**src/rtl/cpu_pkg.sv**
```systemverilog
`default_nettype none
// ============================================================================
//  Module      : cpu_pkg
//  Description : Shared definitions for the instruction-memory boot loader.
//                It holds the loader FSM state enumeration, the byte and
//                instruction widths, and the default frame start byte.
//  Revision    : 1.0 - initial release
// ============================================================================
package cpu_pkg;

    localparam int INSTR_W = 16;
    localparam int BYTE_W  = 8;

    localparam logic [BYTE_W-1:0] DEFAULT_MAGIC = 8'hA5;

    typedef enum logic [2:0] {
        IDLE = 3'd0,
        LEN  = 3'd1,
        HI   = 3'd2,
        LO   = 3'd3,
        CHK  = 3'd4,
        DONE = 3'd5,
        ERR  = 3'd6
    } state_e;

endpackage : cpu_pkg
`default_nettype wire

```
**src/rtl/imem_boot_loader.sv**
```systemverilog
`default_nettype none
// ============================================================================
//  Module      : imem_boot_loader
//  Description : Receives a framed program image over a byte valid/ready
//                stream. Frame layout: MAGIC, N, 2N payload bytes (high byte
//                first), then the XOR of all payload bytes. Each byte pair is
//                written to instruction memory as one 16-bit word, starting at
//                address 0. The CPU is held in reset until the image has been
//                loaded and the checksum matches.
//  Ports       : clk, rst          - clock, synchronous active-high reset
//                in_data/valid/ready - byte stream handshake
//                imem_we/addr/wdata - instruction memory write port
//                cpu_rst           - CPU reset, released on success
//                done / error      - sticky load status
//  Revision    : 1.0 - initial release
// ============================================================================
module imem_boot_loader
    import cpu_pkg::*;
#(
    parameter int                ADDR_W = 8,
    parameter logic [BYTE_W-1:0] MAGIC  = DEFAULT_MAGIC
) (
    input  logic               clk,
    input  logic               rst,
    input  logic [BYTE_W-1:0]  in_data,
    input  logic               in_valid,
    output logic               in_ready,
    output logic               imem_we,
    output logic [ADDR_W-1:0]  imem_addr,
    output logic [INSTR_W-1:0] imem_wdata,
    output logic               cpu_rst,
    output logic               done,
    output logic               error
);

    localparam logic [2:0] c_ST_IDLE = IDLE;
    localparam logic [2:0] c_ST_LEN  = LEN;
    localparam logic [2:0] c_ST_HI   = HI;
    localparam logic [2:0] c_ST_LO   = LO;
    localparam logic [2:0] c_ST_CHK  = CHK;
    localparam logic [2:0] c_ST_DONE = DONE;
    localparam logic [2:0] c_ST_ERR  = ERR;

    // Largest word count the memory can hold; the 8-bit length byte caps it
    // at 255 regardless of how wide the address is.
    localparam int c_MAX_WORDS = (ADDR_W >= 8) ? 255 : (1 << ADDR_W);

    logic [2:0]         r_state;
    logic [BYTE_W-1:0]  r_len;
    logic [BYTE_W-1:0]  r_count;
    logic [BYTE_W-1:0]  r_chk;
    logic [BYTE_W-1:0]  r_hi;
    logic               r_we;
    logic [ADDR_W-1:0]  r_addr;
    logic [INSTR_W-1:0] r_wdata;
    logic               r_cpu_rst;
    logic               r_done;
    logic               r_error;

    logic               w_ready;
    logic               w_accept;
    logic [BYTE_W-1:0]  w_count_next;

    // Ready is a pure decode of the state so a byte offered in the first
    // cycle after entering a state is taken without a bubble.
    always_comb begin
        w_ready = 1'b0;
        if (!rst) begin
            case (r_state)
                c_ST_IDLE, c_ST_LEN, c_ST_HI, c_ST_LO, c_ST_CHK: w_ready = 1'b1;
                default:                                         w_ready = 1'b0;
            endcase
        end
    end

    assign w_accept     = in_valid && w_ready;
    assign w_count_next = r_count + 8'd1;

    always_ff @(posedge clk) begin
        if (rst) begin
            r_state   <= c_ST_IDLE;
            r_len     <= '0;
            r_count   <= '0;
            r_chk     <= '0;
            r_hi      <= '0;
            r_we      <= 1'b0;
            r_addr    <= '0;
            r_wdata   <= '0;
            r_cpu_rst <= 1'b1;
            r_done    <= 1'b0;
            r_error   <= 1'b0;
        end else begin
            // Write strobe is a single-cycle pulse per assembled word.
            r_we <= 1'b0;
            if (w_accept) begin
                case (r_state)
                    c_ST_IDLE: begin
                        if (in_data == MAGIC) begin
                            r_state <= c_ST_LEN;
                        end
                    end
                    c_ST_LEN: begin
                        if ((in_data == '0) || (int'(in_data) > c_MAX_WORDS)) begin
                            r_state <= c_ST_ERR;
                            r_error <= 1'b1;
                        end else begin
                            r_len   <= in_data;
                            r_count <= '0;
                            r_chk   <= '0;
                            r_state <= c_ST_HI;
                        end
                    end
                    c_ST_HI: begin
                        r_hi    <= in_data;
                        r_chk   <= r_chk ^ in_data;
                        r_state <= c_ST_LO;
                    end
                    c_ST_LO: begin
                        r_chk   <= r_chk ^ in_data;
                        r_we    <= 1'b1;
                        r_addr  <= ADDR_W'(r_count);
                        r_wdata <= {r_hi, in_data};
                        r_count <= w_count_next;
                        r_state <= (w_count_next == r_len) ? c_ST_CHK : c_ST_HI;
                    end
                    c_ST_CHK: begin
                        if (in_data == r_chk) begin
                            r_state   <= c_ST_DONE;
                            r_done    <= 1'b1;
                            r_cpu_rst <= 1'b0;
                        end else begin
                            r_state <= c_ST_ERR;
                            r_error <= 1'b1;
                        end
                    end
                    default: begin
                        // DONE and ERR never accept bytes; held until reset.
                    end
                endcase
            end
        end
    end

    assign in_ready   = w_ready;
    assign imem_we    = r_we;
    assign imem_addr  = r_addr;
    assign imem_wdata = r_wdata;
    assign cpu_rst    = r_cpu_rst;
    assign done       = r_done;
    assign error      = r_error;

endmodule : imem_boot_loader
`default_nettype wire
```
**config.mk**
```make
export PLATFORM = sky130hd
export DESIGN_NAME = imem_boot_loader
export DESIGN_NICKNAME = d
export VERILOG_FILES = /design/src/rtl/cpu_pkg.sv /design/src/rtl/imem_boot_loader.sv
export SDC_FILE = /design/constraint.sdc
export NUM_CORES = 1
export LEC_CHECK = 0
export ABC_AREA = 0
export CAP_MARGIN = 20
export CORE_UTILIZATION = 49
export DETAILED_ROUTE_END_ITERATION = 7
export PLACE_DENSITY = 0.82
export SYNTH_ARGS = -nofsm -noshare
export SYNTH_HDL_FRONTEND = slang
export SYNTH_SLANG_ARGS = --single-unit
```
**constraint.sdc**
```tcl
create_clock -name clk -period 1.6 [get_ports clk]
set_input_delay 0.24 -clock clk [delete_from_list [all_inputs] [get_ports clk]]
set_output_delay 0.24 -clock clk [all_outputs]
set_load 0.1 [all_outputs]
```
### After elaboration in Yosys (flattened, before gate mapping)

Index checks and enable logic that the tools add are counted.

| word-level totals | value |
|---|---|
| register bits after elaboration | 63 |
| input bits | 11 |
| output and inout port bits | 29 |
| logic and storage cells | 58 |

| cells by class | value |
|---|---|
| $add $sub $neg | 1 |
| eq/ne operators | 11 |
| multiplexer cells | 14 |
| bitwise gates (word level) | 3 |
| reductions and logical operators | 18 |

Operator list:

| kind | number |
|---|---|
| 8-bit case mux with 2 select lines | 2 |
| 8-bit equality test | 2 |
| 3-bit case mux with 5 select lines | 1 |
| 3-bit AND reduction | 5 |
| 3-bit two-way mux | 3 |
| 8-bit by 1-bit adder with 8-bit output (second input constant) | 1 |
| 8-bit equality test (second input constant) | 1 |
| 8-bit logical NOT | 1 |
| 8-bit two-way mux | 1 |
| 2-bit != test (second input constant) | 4 |
| 8-bit bitwise XOR | 1 |
| 3-bit by 2-bit equality test with 1-bit output (second input constant) | 2 |
| 2-bit nonzero test | 3 |
| 1-bit two-way mux | 5 |
| 5-bit nonzero test | 1 |
| 5-bit OR reduction | 1 |
| 2-bit AND reduction | 2 |
| 4-bit AND reduction | 1 |
| 2-bit OR reduction | 2 |
| 3-bit by 1-bit equality test with 1-bit output (second input constant) | 1 |
| 3-bit equality test (second input constant) | 1 |
| 3-bit logical NOT | 1 |
| 2-bit two-way mux | 1 |
| 1-bit inverter | 2 |
| other kinds (2) | 2 |

### Longest topological paths before layout

| depth | value |
|---|---|
| depth after elaboration | 7 |
| mapped depth | 9 |
| depth with buffers taken out | 6 |

### Least setup slack after synthesis

OpenSTA, ideal clock, no wires.

| timing | value |
|---|---|
| path type | register to output |
| start | reg r_state[0] |
| end | out in_ready |
| data arrival time | 2.265 ns |
| required time | 1.360 ns |
| path slack | -0.905 ns |
| stages on the path, launching flop included | 4 |
| buffers on the path | 1 |
| cell sequence | dfxtp_1 > buf_2 > or2_2 > a21oi_1 |

| on the way | value |
|---|---|
| word-level cells in the longest chain between the ends | 4 |
| elaborated cells between the ends (all ways) | 8 |
| those cells by class | eq/ne (4); mux (2); reduce/logical (2) |

RTL lines:

| item | line | RTL |
|---|---|---|
| from (decl) | imem_boot_loader.sv:48 | `logic [2:0] r_state;` |
| from (signal assigned) | imem_boot_loader.sv:81 | `r_state <= c_ST_IDLE;` |
| from (signal assigned) | imem_boot_loader.sv:99 | `r_state <= c_ST_LEN;` |
| from (signal assigned) | imem_boot_loader.sv:104 | `r_state <= c_ST_ERR;` |
| 3-bit equality test, or another cell as far along | imem_boot_loader.sv:69 | `case (r_state)` |
| 5-bit OR reduction * | imem_boot_loader.sv:69 |  |
| 1-bit two-way mux * | imem_boot_loader.sv:69 |  |
| 1-bit two-way mux * | imem_boot_loader.sv:68 | `if (!rst) begin` |
| to (decl) | imem_boot_loader.sv:27 | `output logic in_ready,` |

Every way passes the cells marked *; elsewhere a longest branch is shown, timed or not.

### Final worst setup path

| timing | value |
|---|---|
| start | in in_data[0] |
| end | reg r_count[4] |

| on the way | value |
|---|---|
| word-level cells in the longest chain between the ends | 3 |

RTL lines:

| item | line | RTL |
|---|---|---|
| from (decl) | imem_boot_loader.sv:25 | `input logic [BYTE_W-1:0] in_data,` |
| 8-bit logical NOT | imem_boot_loader.sv:103 | `if ((in_data == '0) \|\| (int'(in_data) > c_MAX_WORDS)) begin` |
| 2-bit != test (no line) | n/a |  |
| 3-bit AND reduction (no line) | n/a |  |
| to (signal assigned) | imem_boot_loader.sv:123 | `r_count <= w_count_next;` |
| to (decl) | imem_boot_loader.sv:50 | `logic [BYTE_W-1:0] r_count;` |

Every way passes these cells.
A chain may end at the register's enable or synchronous reset.

==> flow_metrics.env <==
export IMPL_area_occupied_by_multi_input_gates_mm2=0.00164
export IMPL_synth_edff_count=0
export IMPL_drc=0
export IMPL_number_of_nets_at_the_end_of_the_flow=439
export IMPL_seqPwrFrac=0.486
export IMPL_grt_pass1_wl_mm=13.0
export IMPL_timing_max_slew_rel_slack=0.549
export IMPL_critPathMaxStageDelay_ns=0.46
export IMPL_power_switching_w=0.000702
export IMPL_synth_area_per_cell_um2=8.23
export IMPL_cap_violations=0
export IMPL_wirelength_mm=7.90
export IMPL_worst_hold_path_type="in2reg"
export IMPL_fin_crit_sh=0.998
export IMPL_hold_violations=0
export IMPL_maxSlewViolCount=0
export IMPL_max_freq_mhz=626
export IMPL_vias=2882
export IMPL_final_min_clock_period_ns=1.60
export IMPL_data_required_time_at_the_worst_endpoint_ns=1.86
export IMPL_groute_layer_met1_usage=0.305
export IMPL_floorplan_die_width_um=79.9
export IMPL_power_share_clock=0.458
export IMPL_setup_violations_final=0
export IMPL_setup_repair_after_global_routing_missed_its_margin="true"
export IMPL_filler_cell_count=368
export IMPL_crit_slowest_cell="sky130_fd_sc_hd__clkdlybuf4s50_1"
export IMPL_sw_frac_of_total=0.219
export IMPL_skew_ns=0.00763
export IMPL_drt_iter0_drc=143
export IMPL_power_density_cell_area_mw_per_mm2=746
export IMPL_cts_root_to_sink_buffers=2
export IMPL_synth_sequential_area_ratio=0.424
export IMPL_std_cell_rows=27
export IMPL_critical_path_n_buffers_inverters=1
export IMPL_critical_path_endpoint_type="flip-flop"
export IMPL_place_worst_setup_slack_ns=-0.389
export IMPL_syn_area_mm2=0.00297
export IMPL_antenna_fix_cells=0
export IMPL_drive_above_1_share=0.301
export IMPL_cp_top_family="compound AO/OA/AOI/OAI gates"
export IMPL_intPower_w=0.00251
export IMPL_postSynth_topFlopCell="sky130_fd_sc_hd__dfxtp_1"
export IMPL_global_route_usage_met3=0.0743
export IMPL_pin_count=40
export IMPL_global_route_peak_usage_layer="met2"
export IMPL_largest_net_degree_at_the_start_of_global_routing=64
export IMPL_coreArea_mm2=0.00568
export IMPL_postSynthNetCount=373
export IMPL_grt_antenna_before_repair=0
export IMPL_tritoncts_buffer_count=9
export IMPL_hpwlAfterDp_mm=5.10
export IMPL_portbufs=39
export IMPL_post_route_worst_setup_slack_ns=0.00269
export IMPL_synth_async_reset_ratio=0
export IMPL_htree_levels=3
export IMPL_start_kind="input pin"
export IMPL_ys_warn_count=0
export IMPL_first_global_vias=2771
export IMPL_drt_antenna_violating_nets=0
export IMPL_timing_setup_tns_ns=0
export IMPL_detailedRoute_firstPassIterationCount=4
export IMPL_worst_skew_pair_late_latency_ns=0.34
export IMPL_crit_path_max_fanout=4
export IMPL_cellLeakagePower_nw=1.60
export IMPL_tritoncts="yes"
export IMPL_kind_of_critical_path="in2reg"
export IMPL_grt_util_met2=0.460
export IMPL_gp_congestion=0.844
export IMPL_die_height_um=79.9
export IMPL_sequential_cell_area_mm2=0.00128
export IMPL_worst_hold_slack_ns=0.405
export IMPL_cts_root_buffer_cell="sky130_fd_sc_hd__clkbuf_8"
export IMPL_cts_num_sinks=63
export IMPL_vias_per_cell=5.72
export IMPL_timing_worst_slew_pin_value_ns=0.676
export IMPL_worst_ep_arrival_ns=1.86
export IMPL_mostFrequentLayoutCells="62 x sky130_fd_sc_hd__nand2_1, 56 x sky130_fd_sc_hd__a21oi_1, 56 x sky130_fd_sc_hd__dfxtp_1"
export IMPL_area_growth_synth_to_final_pct=44.9
export IMPL_globalRoute_totalOverflow=0
export IMPL_critical_path_cell_chain="clkdlybuf4s50_1, nor4_4, a21oi_2, a21boi_2, o21ai_0, a21oi_1"
export IMPL_max_vdd_ir_drop_v=0.000614
export IMPL_pwr_share_comb=0.055
export IMPL_number_of_instances_in_the_synthesized_netlist=361
export IMPL_track_usage=0.265
export IMPL_post_cts_clock_slew_at_the_launch_and_capture_registers_of_the_worst_setup_and_hold_paths_ns=0.07
export IMPL_fin_total_pwr_w=0.00321
export IMPL_layout_cells_most_common="sky130_fd_sc_hd__nand2_1"
export IMPL_ys_types=51
export IMPL_floorplan_initialDensity=0.524
export IMPL_die_area_mm2=0.00638
export IMPL_postSynthRegisterBits=63
export IMPL_detail_route_wl_per_cell_um=15.7
export IMPL_outcome="complete, no violations"
kinds of logic (layout without fill, tap and decap cells):
family | after synthesis | count (layout) | synth area share
xor+xnor | 16 | 16 | 0.0472
mux | 8 | 8 | 0.0269
flops | 63 | 63 | 0.424
buf+inv | 35 | 106 | 0.0691
simple gates | 148 | 148 | 0.259
compound gates | 90 | 90 | 0.169
fa+ha+maj | 1 | 1 | 0.00421
power by group through the flow:
stage               logic (W)  clock network (W)  registers, W
detailed placement   0.000172                  0       0.00160
floorplan           0.0000924                  0       0.00160
global route         0.000187            0.00158       0.00156
CTS                  0.000173            0.00149       0.00156
finish               0.000177            0.00147       0.00156
global placement     0.000168                  0       0.00160
through the flow:
step,std cells,utilization,area (um2)
2_1_floorplan,361,-,2990
3_3_place_gp,487,0.694,3940
3_5_place_dp,487,0.694,3940
4_1_cts,504,0.740,4200
5_1_grt,504,0.759,4310
6_report,504,0.759,4310
final timing paths:
| check | start | end | slack [ns] | cells after the start |
|---|---|---|---|---|
| worst min register to register | r_hi[5] | imem_wdata[13] | 0.46 | 2 |
| worst max register to register | r_count[0] | r_state[1] | 0.04 | 7 |
| worst min-delay path | in_data[1] | r_len[1] | 0.41 | 4 |
| worst max-delay path | in_data[0] | r_count[4] | 0.003 | 6 |
timing repair:
item	in CTS	in global routing
cloned	0	0
endpoints found under the setup margin	12	19
pin swaps	7	9
hold buffers	0	0
buffers inserted	3	0
gates resized for setup	17	24
sequential cells by signal (all words and copies together) (netlist names), 3 cells and up:
name,flops
imem_wdata,16
r_hi,8
r_state,3
imem_addr,8
r_chk,8
r_len,8
r_count,8
layer usage:
layer / vias to the layer above / part of all wire
met5: - / 0
met4: 0 / 0.018
met3: 21 / 0.051
met2: 112 / 0.52
met1: 1389 / 0.41
li1: 1360 / -
cell usage after synthesis (2+ instances only):
master                     count  area, um2
sky130_fd_sc_hd__nor4_4        3       63.8
sky130_fd_sc_hd__xor2_1       11       96.3
sky130_fd_sc_hd__or3_1         2       12.5
sky130_fd_sc_hd__xnor2_1       5       43.8
sky130_fd_sc_hd__nor2_1       30        113
sky130_fd_sc_hd__nor3_1        2       10.0
sky130_fd_sc_hd__mux2i_1       8       80.1
sky130_fd_sc_hd__nand4b_1      2       17.5
sky130_fd_sc_hd__clkbuf_2      2       10.0
sky130_fd_sc_hd__a21o_1        3       22.5
sky130_fd_sc_hd__nand3_1      12       60.1
sky130_fd_sc_hd__clkbuf_1     10       37.5
sky130_fd_sc_hd__nand4_1       2       12.5
sky130_fd_sc_hd__o21ai_0      15       75.1
sky130_fd_sc_hd__buf_4         3       22.5
sky130_fd_sc_hd__inv_1         2       7.51
sky130_fd_sc_hd__buf_6         4       45.0
sky130_fd_sc_hd__nand3b_1      9       67.6
sky130_fd_sc_hd__nand2_1      63        236
sky130_fd_sc_hd__and4_1        3       26.3
sky130_fd_sc_hd__nand2b_1      4       25.0
sky130_fd_sc_hd__a31oi_1       2       12.5
sky130_fd_sc_hd__and3_1        4       25.0
sky130_fd_sc_hd__nor2b_1       2       12.5
sky130_fd_sc_hd__buf_2        11       55.1
sky130_fd_sc_hd__a21oi_1      59        295
sky130_fd_sc_hd__a21oi_2       2       17.5
sky130_fd_sc_hd__dfxtp_1      63       1260
final cells by class:
type / count / area share
inverters: 4 / 0.00465
clock buffers: 12 / 0.0314
multi-input cells: 263 / 0.382
clock inverters: 4 / 0.0163
repair buffers: 86 / 0.248
well taps: 72 / 0.0209
flip-flops and latches: 63 / 0.297
worst reg2reg max path: cells and delay by family (launching register included):
| family | cells | cell delay, ns |
|---|---|---|
| buffers and inverters | 1 | 0.15 |
| AND/OR/NAND/NOR | 2 | 0.36 |
| adder cells (fa/ha/maj) | 1 | 0.25 |
| AO/OA/AOI/OAI | 2 | 0.21 |
| XOR/XNOR | 1 | 0.14 |
| flip-flops | 1 | 0.36 |
Note: power is estimated with default switching activity, not from simulation.
